$ cat config.mk
export PLATFORM = sky130hd
export DESIGN_NAME = fetch_unit
export DESIGN_NICKNAME = d
export VERILOG_FILES = /design/src/rtl/rv32_pkg.sv /design/src/rtl/pc_register.sv /design/src/rtl/fetch_unit.sv
export SDC_FILE = /design/constraint.sdc
export NUM_CORES = 1
export LEC_CHECK = 0
export ABC_AREA = 1
export CORE_ASPECT_RATIO = 1.75
export CORE_MARGIN = 2
export CORE_UTILIZATION = 50
export CTS_CLUSTER_DIAMETER = 120
export DETAILED_ROUTE_END_ITERATION = 8
export GPL_TIMING_DRIVEN = 0
export HOLD_SLACK_MARGIN = 0.06
export PLACE_DENSITY = 0.81
export SYNTH_ARGS = -nofsm -noshare
export SYNTH_HDL_FRONTEND = slang
export SYNTH_HIERARCHICAL = 1
export SYNTH_SLANG_ARGS = --single-unit
export TNS_END_PERCENT = 20
$ cat constraint.sdc
create_clock -name clk -period 3.4 [get_ports clk]
set_input_delay 0.34 -clock clk [delete_from_list [all_inputs] [get_ports clk]]
set_output_delay 0.34 -clock clk [all_outputs]
set_load 0.005 [all_outputs]
$ cat src/rtl/rv32_pkg.sv
// rtl/rv32_pkg.sv - shared rv32 front-end types and defaults
package rv32_pkg;

  // Default first-fetch address and the bubble instruction (addi x0,x0,0)
  localparam logic [31:0] RESET_PC_DEFAULT = 32'h0000_0000;
  localparam logic [31:0] NOP_INST_DEFAULT = 32'h0000_0013;

  // Fetch sequencing states
  typedef enum logic [1:0] {
    FS_IDLE    = 2'd0,
    FS_FETCH   = 2'd1,
    FS_VALID   = 2'd2,
    FS_DISCARD = 2'd3
  } fetch_state_t;

  // Instruction formats shared by decode and immediate generation
  typedef enum logic [2:0] {
    INST_I  = 3'd0,
    INST_S  = 3'd1,
    INST_SB = 3'd2,
    INST_UJ = 3'd3,
    INST_U  = 3'd4
  } inst_type_t;

endpackage

$ cat src/rtl/pc_register.sv
// rtl/pc_register.sv - program counter with sequential and redirect loads
module pc_register
  import rv32_pkg::*;
#(
  parameter logic [31:0] RESET_PC = RESET_PC_DEFAULT
) (
  input  logic        clk,
  input  logic        rst,
  input  logic        i_load_seq,
  input  logic        i_load_redirect,
  input  logic [31:0] i_target,
  output logic [31:0] o_pc,
  output logic        o_misaligned
);

  logic [31:0] r_pc;
  logic        r_misaligned;

  // Redirect beats sequential advance; target is forced word-aligned, pc+4 wraps
  always_ff @(posedge clk or posedge rst) begin
    if (rst) begin
      r_pc         <= RESET_PC;
      r_misaligned <= 1'b0;
    end else begin
      r_misaligned <= i_load_redirect && (i_target[1:0] != 2'b00);
      if (i_load_redirect) begin
        r_pc <= {i_target[31:2], 2'b00};
      end else if (i_load_seq) begin
        r_pc <= r_pc + 32'd4;
      end
    end
  end

  assign o_pc         = r_pc;
  assign o_misaligned = r_misaligned;

endmodule

$ cat src/rtl/fetch_unit.sv
// rtl/fetch_unit.sv - rv32 instruction fetch stage with redirect handling
module fetch_unit
  import rv32_pkg::*;
#(
  parameter logic [31:0] RESET_PC = RESET_PC_DEFAULT,
  parameter logic [31:0] NOP_INST = NOP_INST_DEFAULT
) (
  input  logic        clk,
  input  logic        rst,
  output logic        imem_req,
  output logic [31:0] imem_addr,
  input  logic        imem_ack,
  input  logic [31:0] imem_rdata,
  input  logic        stall,
  input  logic        redirect,
  input  logic [31:0] redirect_target,
  output logic [31:0] inst,
  output logic [31:0] inst_pc,
  output logic        inst_valid,
  output logic        misaligned_err
);

  localparam logic [1:0] S_IDLE    = FS_IDLE;
  localparam logic [1:0] S_FETCH   = FS_FETCH;
  localparam logic [1:0] S_VALID   = FS_VALID;
  localparam logic [1:0] S_DISCARD = FS_DISCARD;

  logic [1:0]  r_state;
  logic [31:0] r_inst;
  logic [31:0] r_inst_pc;
  logic        r_inst_valid;
  logic [31:0] r_req_addr;
  logic [31:0] w_pc;
  logic        w_load_seq;
  logic        w_misaligned;

  // Consuming a held instruction advances the pc; redirect priority lives in pc_register
  assign w_load_seq = (r_state == S_VALID) && !stall;

  pc_register #(
    .RESET_PC(RESET_PC)
  ) u_pc_register (
    .clk            (clk),
    .rst            (rst),
    .i_load_seq     (w_load_seq),
    .i_load_redirect(redirect),
    .i_target       (redirect_target),
    .o_pc           (w_pc),
    .o_misaligned   (w_misaligned)
  );

  // Fetch sequencing: request, capture, hold for decode, or drain a stale request
  always_ff @(posedge clk or posedge rst) begin
    if (rst) begin
      r_state      <= S_IDLE;
      r_inst       <= NOP_INST;
      r_inst_pc    <= RESET_PC;
      r_inst_valid <= 1'b0;
      r_req_addr   <= RESET_PC;
    end else begin
      case (r_state)
        S_IDLE: begin
          r_state <= S_FETCH;
        end
        S_FETCH: begin
          if (redirect) begin
            // Without an ack the old request is still open and must be drained
            if (!imem_ack) begin
              r_state    <= S_DISCARD;
              r_req_addr <= w_pc;
            end
          end else if (imem_ack) begin
            r_inst       <= imem_rdata;
            r_inst_pc    <= w_pc;
            r_inst_valid <= 1'b1;
            r_state      <= S_VALID;
          end
        end
        S_VALID: begin
          if (redirect || !stall) begin
            r_inst       <= NOP_INST;
            r_inst_valid <= 1'b0;
            r_state      <= S_FETCH;
          end
        end
        S_DISCARD: begin
          if (imem_ack && !redirect) begin
            r_state <= S_FETCH;
          end
        end
        default: begin
          r_state <= S_IDLE;
        end
      endcase
    end
  end

  // A draining request keeps its original address even after pc has moved on
  assign imem_req       = (r_state == S_FETCH) || (r_state == S_DISCARD);
  assign imem_addr      = (r_state == S_DISCARD) ? r_req_addr : w_pc;
  assign inst           = r_inst;
  assign inst_pc        = r_inst_pc;
  assign inst_valid     = r_inst_valid;
  assign misaligned_err = w_misaligned;

endmodule

==> flow_summary_export.csv <==
group,metric,value,unit
sta,slew_headroom,52.5,%
clock_network,cts_tree,"yes",
setup_path,path_cells,"nand2_1, buf_2, buf_2, nor2_1, a21oi_1, clkdlybuf4s50_1",
yosys,synth_most_common_cell,"nand2_1",
clock_network,ctsResizeCount,0,
yosys,yosysSeqAreaShare,49.7,%
yosys,syn_avg_cell_area,8.20,µm²
setup_path,crit_cells,6,
floorplan,pin_count,168,
sta,maxSlewViolCount,0,
global_routing,overflow,0,
route,detail_route.drc_violations,0,
clock_network,clockBufferDepth,2,
yosys,yosysTopAreaCell,"dfrtp_1",
sta,setup_violations,0,
setup_path,slowest_delay,0.54,ns
route,antenna_left,0,
sta,clock.fmax,377,MHz
route,vias_per_cell,5.38,
global_routing,first_global_vias,6574,
placed_design,io_buffers,167,
clock_network,cts_root_buffer,"clkbuf_16",
yosys,synth_top_area_share,48.5,%
sta,finalHoldViolations,0,
sta,fin_crit_sh,78.0,%
sta,rsz0062_at_grt,"false",
setup_path,critPathBufInv,3,
yosys,yosysUniqueCellTypes,32,
clock_network,htree_levels,4,
power_and_ir_drop,peakVddDrop,368,µV
setup_path,critical_path_peak_fanout,10,
setup_path,crit_path_end_kind,"output port",
global_routing,grt_pass1_wl,31900,µm
yosys,synth_top_family_by_area,"simple AND/OR/NAND/NOR gates",
yosys,synthFlopType,"dfrtp_1",
floorplan,die_area,14100,µm²
yosys,async_flop_share,100,%
setup_path,worst_ep_required_time,3.06,ns
route,wl_per_cell,16.8,µm
route,drt-initial-drc-count,408,
yosys,synthMuxAreaShare,0,%
yosys,synth_compound_area_share,12.9,%
hold_path,hold_class,"input pin to asynchronous set/reset pin",
cells_and_area,multi_input_area,2720,µm²
cells_and_area,nets,1057,
setup_path,startpoint_type,"register",
sta,finClkSkew,0.00580,ns
yosys,synth_simple_gate_area_share,27.6,%
yosys,syn-instance-count,799,
cells_and_area,n_fill_cell,1039,
setup_path,crit_slowest_cell,"clkdlybuf4s50_1",
power_and_ir_drop,p_leak,4.22,nW
floorplan,fp.dieH,155,µm
floorplan,num_rows,55,
sta,timing.hold.ws,0.402,ns
placed_design,gp_congestion,0.906,
cells_and_area,drive_above_1_share,12.7,%
route,vias,6299,
yosys,synth_xor_area_share,0.802,%
floorplan,initial_core_util,50.9,%
outcome,status,"complete, no violations",
sta,setup_tns,0,ns
run,max-cap-violations,0,
yosys,yosys_warnings,6,
cells_and_area,seqCellArea,3260,µm²
route,dr.pass1.iters,4,
clock_network,post-cts-setup-buffer-count,0,
yosys,synth_area,6550,µm²
setup_path,r2r_cells,9,
power_and_ir_drop,finalPower,7.48,mW
placed_design,hpwl,14600,µm
setup_path,critical_path_class,"register to output port",
global_routing,antenna_found_initial,0,
floorplan,coreArea,12900,µm²
power_and_ir_drop,power_density,822,nW/µm²
clock_network,clk_latency,0.41,ns
sta,worst_slew_pin_slew,0.712,ns
route,drt_wl_total,19700,µm
global_routing,grt_max_degree,53,
yosys,synth_fa_ha_area_share,0.191,%
floorplan,dieWidth,90.5,µm
setup_path,crit_top_cell,"buf_2",
yosys,synth_edf_count,0,
clock_network,cts_buffers,17,
yosys,ys_seq_elements,130,
yosys,synthTopCellsByCount,"nand2_1, dfrtp_1, inv_1",
cells_and_area,synthToLayoutAreaGrowth,38.9,%
clock_network,cts_sinks,130,
yosys,synth_area_leaders,"dfrtp_1, nand2_1, inv_1",
clock_network,clkTransAtPathRegs,0.06,ns
setup_path,crit_family,"buffers and inverters",
global_routing,grtUsageTotal,28.9,%
setup_path,cp.arrival,2.31,ns
cells_and_area,diodes,0,
clock_network,ctsHoldBuffers,0,
sta,finalCriticalPeriod,2.65,ns
cell families (layout without fill, tap and decap cells):
kind of cell / after synthesis / after routing
xor gates and xnor gates: 6 / 6
DFF: 130 / 130
other: 1 / 2
and+or+nand+nor: 415 / 415
AOI/OAI and AO/OA: 134 / 134
buffers and inverters: 112 / 312
adders and majority gates: 1 / 1
power by group:
part | switching (mW) | leakage (nW) | internal (mW)
Combinational | 1.43 | 2.31 | 1.60
Sequential | 0.384 | 1.62 | 2.12
Clock | 0.694 | 0.291 | 1.25
final cells by class:
cell class	count	area share, %
Buffer	43	3.49
Clock buffer	19	4.87
Clock inverter	13	2.03
Inverter	69	2.87
Multi-Input combinational cell	558	29.9
Sequential cell	130	35.8
Tap cell	171	2.35
Timing Repair Buffer	168	18.7
state kept, by name, summed over array words and instances, names as in the netlist:
name                        count
inst_valid                      1
r_state                         2
inst_pc                        32
u_pc_register/o_misaligned      1
u_pc_register/o_pc             30
r_req_addr                     32
inst                           32
layout by cell type, fill, tap and decap left out, drive strengths merged:
| cell | instances |
|---|---|
| o21ai | 70 |
| clkinv | 4 |
| nor2 | 82 |
| dfstp | 3 |
| nand4 | 32 |
| buf | 33 |
| xor2 | 6 |
| a21oi | 37 |
| dfrtp | 127 |
| clkbuf | 29 |
| nand2 | 253 |
| conb | 2 |
| clkinvlp | 5 |
| ha | 1 |
| dlygate4sd1 | 1 |
| o211ai | 2 |
| and2 | 3 |
| o21bai | 6 |
| clkdlybuf4s50 | 167 |
| a22oi | 19 |
| bufinv | 4 |
| nand3 | 44 |
| or2 | 1 |
| inv | 69 |
path summary, 6_finish.rpt:
check,slack (ns),from,end
max in group asynchronous,2.27,rst,inst[1]$_DFFE_PP1P_
hold / removal,0.40,rst,r_req_addr[21]$_DFFE_PP0P_
min in group clk,0.46,inst[1]$_DFFE_PP1P_,inst[1]$_DFFE_PP1P_
hold reg to reg,0.46,inst[1]$_DFFE_PP1P_,inst[1]$_DFFE_PP1P_
setup reg to reg,1.11,r_state[0]$_DFFE_PP0P_,u_pc_register/o_pc[27]$_DFFE_PP0N_
setup / recovery,0.75,r_state[0]$_DFFE_PP0P_,imem_addr[4]
metrics by stage:
step	cell area, µm²	instances	utilization [%]	worst slack (ns)
after floorplan	6560	800	-	0.475
after global routing	9100	1171	70.7	0.658
after CTS	9100	1171	70.7	0.743
after detailed placement	8470	1139	65.8	1.18
final	9100	1171	70.7	0.749
after global placement	8440	1138	65.6	-1.04
metal layers:
metal	vias to the layer above	wire, µm	share of wire (%)	global-route usage (%)
li1	2956	-	-	-
met1	2999	6960	35	29.4
met2	267	10500	54	52.5
met3	77	1010	5.1	5.42
met4	0	1180	6.0	20.3
met5	-	0	0	0
Note: power is estimated with default switching activity, not from simulation.
